`src/rtl/i2s_pkg.sv`:
```
// Shared defaults and the frame-pack helper for the I2S stereo transmitter.
package i2s_pkg;

  localparam int unsigned DEF_SAMPLE_W   = 16;
  localparam int unsigned DEF_SLOT_W     = 16;
  localparam int unsigned DEF_FIFO_DEPTH = 8;

  // Widest slot the pack helper supports; callers truncate to 2*SLOT_W.
  localparam int unsigned MAX_SLOT_W  = 32;
  localparam int unsigned MAX_FRAME_W = 2 * MAX_SLOT_W;

  typedef logic [MAX_FRAME_W-1:0] frame_t;

  // Builds {left, pad, right, pad} with each sample MSB-aligned in its slot.
  // Samples arrive zero-extended (right-aligned) in MAX_SLOT_W bits.
  function automatic frame_t pack_frame(input logic [MAX_SLOT_W-1:0] left,
                                        input logic [MAX_SLOT_W-1:0] right,
                                        input int unsigned           sample_w,
                                        input int unsigned           slot_w);
    logic [MAX_SLOT_W-1:0] l_slot;
    logic [MAX_SLOT_W-1:0] r_slot;
    frame_t                f;
    l_slot = left << (slot_w - sample_w);
    r_slot = right << (slot_w - sample_w);
    f      = (MAX_FRAME_W'(l_slot) << slot_w) | MAX_FRAME_W'(r_slot);
    return f;
  endfunction

endpackage

```
`src/rtl/i2s_tx_fifo.sv`:
```
// Synchronous show-ahead FIFO buffering stereo frames for the I2S transmitter.
module i2s_tx_fifo
  import i2s_pkg::*;
#(
  parameter int unsigned WIDTH = 2 * DEF_SAMPLE_W,
  parameter int unsigned DEPTH = DEF_FIFO_DEPTH
) (
  input  logic                       clk,
  input  logic                       rst,
  input  logic                       i_push,
  input  logic [WIDTH-1:0]           i_wdata,
  input  logic                       i_pop,
  output logic [WIDTH-1:0]           o_rdata_c,
  output logic                       o_empty_c,
  output logic [$clog2(DEPTH):0]     o_level
);

  localparam int unsigned AW = $clog2(DEPTH);
  localparam int unsigned PW = AW + 1;

  logic [WIDTH-1:0] r_mem [DEPTH];
  logic [PW-1:0]    r_wr_ptr;
  logic [PW-1:0]    r_rd_ptr;
  logic [PW-1:0]    r_level;
  logic             w_full;
  logic             w_empty;
  logic             w_push;
  logic             w_pop;

  // Extra pointer MSB distinguishes full from empty.
  assign w_empty = (r_wr_ptr == r_rd_ptr);
  assign w_full  = (r_wr_ptr[AW-1:0] == r_rd_ptr[AW-1:0]) && (r_wr_ptr[AW] != r_rd_ptr[AW]);
  assign w_push  = i_push && !w_full;
  assign w_pop   = i_pop && !w_empty;

  always_ff @(posedge clk or posedge rst) begin
    if (rst) begin
      r_wr_ptr <= '0;
      r_rd_ptr <= '0;
      r_level  <= '0;
    end else begin
      if (w_push) r_wr_ptr <= r_wr_ptr + PW'(1);
      if (w_pop)  r_rd_ptr <= r_rd_ptr + PW'(1);
      case ({w_push, w_pop})
        2'b10:   r_level <= r_level + PW'(1);
        2'b01:   r_level <= r_level - PW'(1);
        default: r_level <= r_level;
      endcase
    end
  end

  always_ff @(posedge clk) begin
    if (w_push) r_mem[r_wr_ptr[AW-1:0]] <= i_wdata;
  end

  assign o_rdata_c = r_mem[r_rd_ptr[AW-1:0]];
  assign o_empty_c = w_empty;
  assign o_level   = r_level;

endmodule

```
`src/rtl/i2s_tx_stereo.sv`:
```
// I2S stereo transmitter: frame FIFO, bclk divider, slot sequencer and MSB-first shifter.
// Optional low-water irq is enabled by defining I2S_TX_LOWWATER_IRQ_EN.
module i2s_tx_stereo
  import i2s_pkg::*;
#(
  parameter int unsigned SAMPLE_W   = DEF_SAMPLE_W,
  parameter int unsigned SLOT_W     = DEF_SLOT_W,
  parameter int unsigned FIFO_DEPTH = DEF_FIFO_DEPTH,
  parameter int unsigned BCLK_DIV   = 8,
  parameter int unsigned LOW_WATER  = 2
) (
  input  logic                          clk,
  input  logic                          rst,
  input  logic                          in_valid,
  output logic                          in_ready,
  input  logic [SAMPLE_W-1:0]           in_left,
  input  logic [SAMPLE_W-1:0]           in_right,
  output logic                          bclk,
  output logic                          lr_clk,
  output logic                          serial,
  output logic [$clog2(FIFO_DEPTH):0]   level,
  output logic                          underrun,
  output logic                          irq
);

  localparam int unsigned DIV_W   = $clog2(BCLK_DIV + 1);
  localparam int unsigned FRAME_W = 2 * SLOT_W;
  localparam int unsigned IDX_W   = $clog2(FRAME_W);
  localparam int unsigned LVL_W   = $clog2(FIFO_DEPTH) + 1;
  localparam int unsigned DATA_W  = 2 * SAMPLE_W;

  logic [DIV_W-1:0]   r_div_cnt;
  logic               r_bclk;
  logic               r_lr;
  logic               r_serial;
  logic               r_underrun;
  logic               r_armed;
  logic [IDX_W-1:0]   r_bit_idx;
  logic [FRAME_W-1:0] r_shreg;

  logic               w_div_tc;
  logic               w_fall;
  logic               w_frame_start;
  logic [DATA_W-1:0]  w_rdata;
  logic               w_empty;
  logic [LVL_W-1:0]   w_level;
  logic [FRAME_W-1:0] w_load;

  i2s_tx_fifo #(
    .WIDTH (DATA_W),
    .DEPTH (FIFO_DEPTH)
  ) u_fifo (
    .clk       (clk),
    .rst       (rst),
    .i_push    (in_valid && in_ready),
    .i_wdata   ({in_left, in_right}),
    .i_pop     (w_frame_start),
    .o_rdata_c (w_rdata),
    .o_empty_c (w_empty),
    .o_level   (w_level)
  );

  assign in_ready = (w_level < LVL_W'(FIFO_DEPTH));

  // r_armed makes the first fall event after reset open a fresh left slot.
  assign w_div_tc      = (r_div_cnt == DIV_W'(BCLK_DIV - 1));
  assign w_fall        = w_div_tc && r_bclk;
  assign w_frame_start = w_fall && (r_armed || (r_bit_idx == IDX_W'(FRAME_W - 1)));

  assign w_load = w_empty ? '0 :
                  FRAME_W'(pack_frame(MAX_SLOT_W'(w_rdata[DATA_W-1:SAMPLE_W]),
                                      MAX_SLOT_W'(w_rdata[SAMPLE_W-1:0]),
                                      SAMPLE_W, SLOT_W));

  always_ff @(posedge clk or posedge rst) begin
    if (rst) begin
      r_div_cnt  <= '0;
      r_bclk     <= 1'b0;
      r_lr       <= 1'b1;
      r_serial   <= 1'b0;
      r_underrun <= 1'b0;
      r_armed    <= 1'b1;
      r_bit_idx  <= '0;
      r_shreg    <= '0;
    end else begin
      r_div_cnt  <= w_div_tc ? '0 : r_div_cnt + DIV_W'(1);
      r_underrun <= w_frame_start && w_empty;
      if (w_div_tc) r_bclk <= ~r_bclk;
      // Serial takes the current MSB, so the loaded left MSB appears one bclk later.
      if (w_fall) begin
        r_armed  <= 1'b0;
        r_serial <= r_shreg[FRAME_W-1];
        if (w_frame_start) begin
          r_bit_idx <= '0;
          r_lr      <= 1'b0;
          r_shreg   <= w_load;
        end else begin
          r_bit_idx <= r_bit_idx + IDX_W'(1);
          r_shreg   <= {r_shreg[FRAME_W-2:0], 1'b0};
          if (r_bit_idx == IDX_W'(SLOT_W - 1)) r_lr <= 1'b1;
        end
      end
    end
  end

  assign bclk     = r_bclk;
  assign lr_clk   = r_lr;
  assign serial   = r_serial;
  assign underrun = r_underrun;
  assign level    = w_level;

`ifdef I2S_TX_LOWWATER_IRQ_EN
  logic r_irq;

  always_ff @(posedge clk or posedge rst) begin
    if (rst) r_irq <= 1'b0;
    else     r_irq <= (w_level <= LVL_W'(LOW_WATER));
  end

  assign irq = r_irq;
`else
  assign irq = 1'b0;
`endif

endmodule

```
`config.mk`:
```
export PLATFORM = sky130hd
export DESIGN_NAME = i2s_tx_stereo
export DESIGN_NICKNAME = d
export VERILOG_FILES = /design/src/rtl/i2s_pkg.sv /design/src/rtl/i2s_tx_fifo.sv /design/src/rtl/i2s_tx_stereo.sv
export SDC_FILE = /design/constraint.sdc
export NUM_CORES = 1
export LEC_CHECK = 0
export CAP_MARGIN = 10
export CORE_MARGIN = 1
export CORE_UTILIZATION = 30
export DETAILED_ROUTE_END_ITERATION = 12
export PLACE_DENSITY = 0.52
export SLEW_MARGIN = 5
export SYNTH_ARGS = -nofsm -noshare
export SYNTH_HDL_FRONTEND = slang
export SYNTH_HIERARCHICAL = 1
export SYNTH_SLANG_ARGS = --single-unit
```
`constraint.sdc`:
```
create_clock -name clk -period 11.9 [get_ports clk]
set_input_delay 1.785 -clock clk [delete_from_list [all_inputs] [get_ports clk]]
set_output_delay 1.785 -clock clk [all_outputs]
set_load 0.005 [all_outputs]
```
==> flow_metrics.py <==
metrics = {
    "critical_path": {
        "worstSetupPathType": "in2reg",
        "cp.arrival_ns": 4.27,
        "cp-start-kind": "primary input",
        "cp-end-kind": "flip-flop",
        "cp_max_fo": 7,
        "crit_required_ns": 12.29,
    },
    "timing": {
        "slew_violations": 0,
        "tightest_slew_ns": 1.07,
        "tns_ns": 0,
        "setup_viol": 0,
        "rsz0062_at_grt": "no",
        "hold_viol_final": 0,
        "hold-worst-slack_ns": 0.467,
        "finalCriticalPeriod_ns": 3.88,
        "skew_ns": 0.0142,
        "fin_ws_ns": 8.02,
        "fin_crit_sh_pct": 32.6,
        "clock.fmax_ghz": 0.258,
        "maxSlewHeadroom_pct": 28.8,
    },
    "clock_network": {
        "cts.repair.resized": 0,
        "cts_root_buf": "clkbuf_16",
        "clk_pin_slew_ns": 0.06,
        "cts_tree": "done",
        "cts_setup_buffers": 0,
        "cts.sinks": 314,
        "numCtsBuffers": 35,
        "clock_latency_ns": 0.51,
        "clockBufferDepth": 3,
        "cts_hold_buf": 0,
        "htreeDepth": 2,
    },
    "logic_synthesis": {
        "synthSimpleGateAreaFrac_pct": 6.48,
        "synth_top_family_by_area": "multiplexers",
        "ys_ff_latch": 314,
        "synth_edf_count": 256,
        "synth_compound_area_share_pct": 2.23,
        "yosysWarnings": 6,
        "synth_area_per_cell_um2": 18.3,
        "ys_seq_area_share_pct": 72.2,
        "synthCells": 693,
        "muxShareOfSynthArea_pct": 14.8,
        "synth_flop_cell": "edfxtp_1",
        "synth-xor-area-share_pct": 0.830,
        "syn-cell-area_mm2": 0.0127,
        "synthAdderAreaFrac_pct": 1.05,
        "synth_cell_type_count": 47,
        "synth_nets": 738,
        "async_flop_share_pct": 18.5,
    },
    "global_route": {
        "grt_use_total_pct": 11.9,
        "grt_pass1_wl_um": 39800,
        "grt_max_degree": 71,
        "met1_usage_pct": 16.5,
        "grt_overflow": 0,
        "grt_pass1_vias": 6568,
        "grtUsageMet2_pct": 19.0,
        "met3_usage_pct": 2.72,
        "globalRoute.busiestLayer": "met2",
        "antenna_found_initial": 3,
    },
    "drt": {
        "dr.pass1.iters": 4,
        "postRouteAntennaNets": 0,
        "routed_wl_um": 25000,
        "wire_per_inst_um": 19.2,
        "first_iter_violations": 386,
        "via_count": 6221,
        "drc": 0,
        "viasPerCell": 4.76,
    },
    "floorplan": {
        "coreArea_mm2": 0.0412,
        "num_io_pins": 45,
        "dieArea_mm2": 0.0430,
        "die_y_um": 207,
        "start_util_pct": 30.7,
        "rows": 74,
        "die_x_um": 207,
    },
    "finish": {
        "final_cell_mix": "edfxtp_1 (256), mux4_2 (56), dfrtp_1 (53), nand2_1 (51), clkdlybuf4s50_1 (43)",
        "fin_cells": 1306,
        "finish.net_count": 792,
        "final_area_mm2": 0.0148,
        "drive_gt1_share_pct": 22.6,
        "area_growth_pct": 16.8,
        "fillers": 3827,
        "layout_commonest_cell": "edfxtp_1",
        "fin_util_pct": 35.9,
    },
    "run": {
        "maxCapViolations": 0,
    },
    "power_and_ir_drop": {
        "leakage_nw": 4.89,
        "vdd_ir_drop_max_v": 0.0000922,
        "report.power.total_mw": 2.67,
        "pwr_density_cell_mw_per_mm2": 181,
    },
    "min_path": {
        "worstHoldPathType": "reg2reg",
    },
    "placement": {
        "dp_hpwl_um": 13500,
        "port_buffers": 43,
        "post-place-ws_ns": 7.50,
        "dp.cells": 1242,
        "finalWeightedCongestion": 0.648,
        "postPlaceCellArea_mm2": 0.0137,
    },
    "outcome": {
        "status": "complete, no violations",
    },
}
synthesized netlist by cell type, types with 2 or more instances:
| master | count | area (µm²) |
|---|---|---|
| clkbuf_1 | 13 | 48.8 |
| buf_2 | 17 | 85.1 |
| a21oi_1 | 2 | 10.0 |
| xor2_1 | 5 | 43.8 |
| nand3b_1 | 32 | 240 |
| dfrtp_1 | 56 | 1400 |
| mux4_2 | 56 | 1260 |
| nor2_1 | 42 | 158 |
| o21ai_1 | 3 | 15.0 |
| dfstp_2 | 2 | 52.6 |
| buf_6 | 3 | 33.8 |
| nand3_1 | 9 | 45.0 |
| mux2_2 | 33 | 372 |
| nand2_1 | 51 | 191 |
| buf_12 | 3 | 60.1 |
| xnor2_1 | 7 | 61.3 |
| or4_1 | 2 | 15.0 |
| nand4_1 | 3 | 18.8 |
| ha_1 | 9 | 113 |
| o21ai_0 | 3 | 15.0 |
| a31oi_1 | 31 | 194 |
| mux4_1 | 8 | 210 |
| nor3_1 | 6 | 30.0 |
| nor2b_1 | 2 | 12.5 |
| edfxtp_1 | 256 | 7690 |
| nand4b_1 | 2 | 17.5 |
| buf_4 | 5 | 37.5 |
| inv_1 | 9 | 33.8 |
| and3_1 | 3 | 18.8 |
| a21o_1 | 2 | 15.0 |
| mux2_1 | 2 | 22.5 |
worst max-delay path, stage by stage:
cell and delay [ns]:
clkdlybuf4s50_1 0.45, nor2b_1 0.43, nand2_1 0.20, ha_1 0.32
ha_1 0.29, a21o_1 0.20, a2111oi_0 0.35, nand4b_1 0.17
nand3_1 0.07
report_power, final:
| group | leakage [nW] | internal (mW) | switching [mW] |
|---|---|---|---|
| Sequential | 3.08 | 1.32 | 0.0426 |
| Combinational | 1.25 | 0.105 | 0.160 |
| Clock | 0.553 | 0.626 | 0.421 |
| Total | 4.89 | 2.05 | 0.623 |
logic make-up (layout without fill, tap and decap cells):
kind of cell    Yosys count  in the layout
compound gates           45             45
flops                   314            314
fa+ha+maj                10             10
xor+xnor                 12             12
simple gates            160            160
other cells               1              2
mux                     100            100
buf+inv                  51            131
per-layer routing:
metal	routed length (µm)	vias up
met4	457	4
met5	23	-
li1	-	2850
met1	11700	3191
met3	1160	46
met2	11700	130
path summary, 6_finish.rpt:
check / endpoint / depth (start not counted) / slack, ns / startpoint
setup / recovery: u_fifo/o_level[3] / 9 / 8.02 / in_valid
hold / removal: r_shreg[0] / 2 / 0.47 / r_shreg[0]
setup reg to reg: u_fifo/o_level[3] / 14 / 8.46 / r_bit_idx[0]
hold reg to reg: r_shreg[0] / 2 / 0.47 / r_shreg[0]
max in group asynchronous: r_shreg[14] / 2 / 9.39 / rst
min in group asynchronous: u_fifo/r_rd_ptr[3] / 2 / 1.67 / rst
sequential cells by signal, summed over array words and instances (netlist names):
| register | cells |
|---|---|
| underrun | 1 |
| u_fifo/r_mem | 256 |
| r_bit_idx | 5 |
| serial | 1 |
| u_fifo/r_rd_ptr | 4 |
| u_fifo/o_level | 4 |
| lr_clk | 1 |
| u_fifo/r_wr_ptr | 4 |
| bclk | 1 |
| r_armed | 1 |
| r_shreg | 32 |
| r_div_cnt | 4 |
layout make-up:
cell class                      count  area (µm²)  area share (%)
Clock inverter                     21         189            1.28
Sequential cell                   314        9150            61.8
Antenna cell                        1        2.50          0.0169
Timing Repair Buffer               59         551            3.72
Clock buffer                       42         933            6.31
Tap cell                          532         666            4.50
Inverter                            9        33.8           0.228
Multi-Input combinational cell    328        3280            22.1
(Power assumes the default switching activity.)
==> variant, RTL diff (config.mk and constraints unchanged) <==
The option `I2S_TX_LOWWATER_IRQ_EN` is turned on by a define.
--- a/src/rtl/i2s_tx_stereo.sv
+++ b/src/rtl/i2s_tx_stereo.sv
@@ -1,4 +1,6 @@
 // I2S stereo transmitter: frame FIFO, bclk divider, slot sequencer and MSB-first shifter.
 // Optional low-water irq is enabled by defining I2S_TX_LOWWATER_IRQ_EN.
+`define I2S_TX_LOWWATER_IRQ_EN
+
 module i2s_tx_stereo
   import i2s_pkg::*;
Function: changed (a bounded check fails within 4 cycles, from zero or initial values and one cycle with rst high).
==> variant against the original RTL <==
  * Global-route usage barely moved
  * Worst setup slack improved by 0.040 ns
  * Sequential cell count is 1 higher
  * Cell area is 0.36% higher
  * Synthesized area is essentially flat
  * Total power rose by 0.66%
  * Wire length fell by 0.46%
  * Critical path type unchanged
  * Critical endpoint unchanged
==> variant: results (changes against the original RTL) <==
Run status:
- Run status: completed (unchanged).

Pwr:
- The switching part of the total power came to 23.4% (was 23.3%).
- The static leakage power came to 0.00489 uW (about the same).
- The highest ir drop seen on vdd came to 0.0000975 V (was 0.0000922 V).

Synth:
- Top cells by instance count after synthesis: edfxtp_1 (256), dfrtp_1 (57), mux4_2 (56), nand2_1 (50), nor2_1 (45) (was edfxtp_1 (256), dfrtp_1 (56), mux4_2 (56), nand2_1 (51), nor2_1 (42)).
- The share of synthesized registers carrying an async set or reset is 18.7% (was 18.5%).
- The fraction of the mapped netlist area in adder cells was 1.05% (about the same).
- Synth area leaders: edfxtp_1 (61%), dfrtp_1 (11%), mux4_2 (10%) (unchanged).
- The post-synthesis compound-gate area fraction was 2.40% (was 2.23%).
- The number of synthesized register bits is 315 (was 314).

Worst hold path:
- The worst hold path stage count is 1 (was 2).

Placement:
- The number of buffers inserted by port buffering is 44 (was 43).
- The number of placed instances with taps included is 1245 (was 1242).
- The total cell area at the placement stage is 13700 um^2 (about the same).

GRT:
- The number of global-route vias before repair is 6527 (was 6568).
- The number of antenna violations at the first check in global routing is 0 (was 3).
- The fraction of met3 tracks used by global routing is 2.42% (was 2.72%).
- The global router's overall resource usage is 11.9% (about the same).
- The met2 usage is 19.8% (was 19.0%).

Final layout:
- The non-clock inverter count in the final layout came to 10 (was 9).
- The filler cell count was 3813 (was 3827).
- The count of plain and timing-repair buffers in the layout is 61 (was 59).
- The net count reported at finish is 796 (was 792).
- The storage element area is 9170 um^2 (was 9150 um^2).
- The area fraction of clock buffers and clock inverters is 7.64% (was 7.58%).

Route:
- The total length of routed met2 wires is 12.1 mm (was 11.7 mm).
- The number of vias in the routed layout came to 6167 (was 6221).
- The post-route met1 wirelength is 11.3 mm (was 11.7 mm).
- The top layer reached by signal wires is met4 (was met5).
- The total length of routed met3 wires is 1.07 mm (was 1.16 mm).

Clock tree:
- The number of buffers inserted during clock tree synthesis is 36 (was 35).

STA:
- The maximum clock skew at final layout is 0.0204 ns (was 0.0142 ns).
- The transition at the pin with the smallest max-transition slack is 1.04 ns (was 1.07 ns).
- The hold slack is 0.458 ns (was 0.467 ns).

Setup path:
- The register-to-register path setup slack is 8.48 ns (was 8.46 ns).
[variant: logic make-up after synthesis]
logic type	count (synthesis)
AO/OA/AOI/OAI	48
XOR/XNOR	12
adder cells (fa/ha/maj)	10
buffers and inverters	50
flip-flops	315
multiplexers	99
AND/OR/NAND/NOR	158
[variant: how the worst max path moves through the flow]
| stage | start | to |
|---|---|---|
| 6_report | in_valid | u_fifo/o_level[3] |
| 5_1_grt | in_valid | u_fifo/o_level[3] |
| 4_1_cts | in_valid | u_fifo/o_level[3] |
| 3_5_place_dp | in_valid | u_fifo/o_level[3] |
| 2_1_floorplan | in_valid | u_fifo/r_mem[0][0] |
| 3_3_place_gp | in_valid | u_fifo/o_level[3] |
[variant: worst max-delay path, stage by stage]
cell and delay, ns:
clkdlybuf4s50_1 0.46, nor2b_1 0.36, nand2_1 0.19, ha_1 0.30, ha_1 0.29, a21o_1 0.20, a2111oi_0 0.39, nand4b_1 0.17
nand3_1 0.07
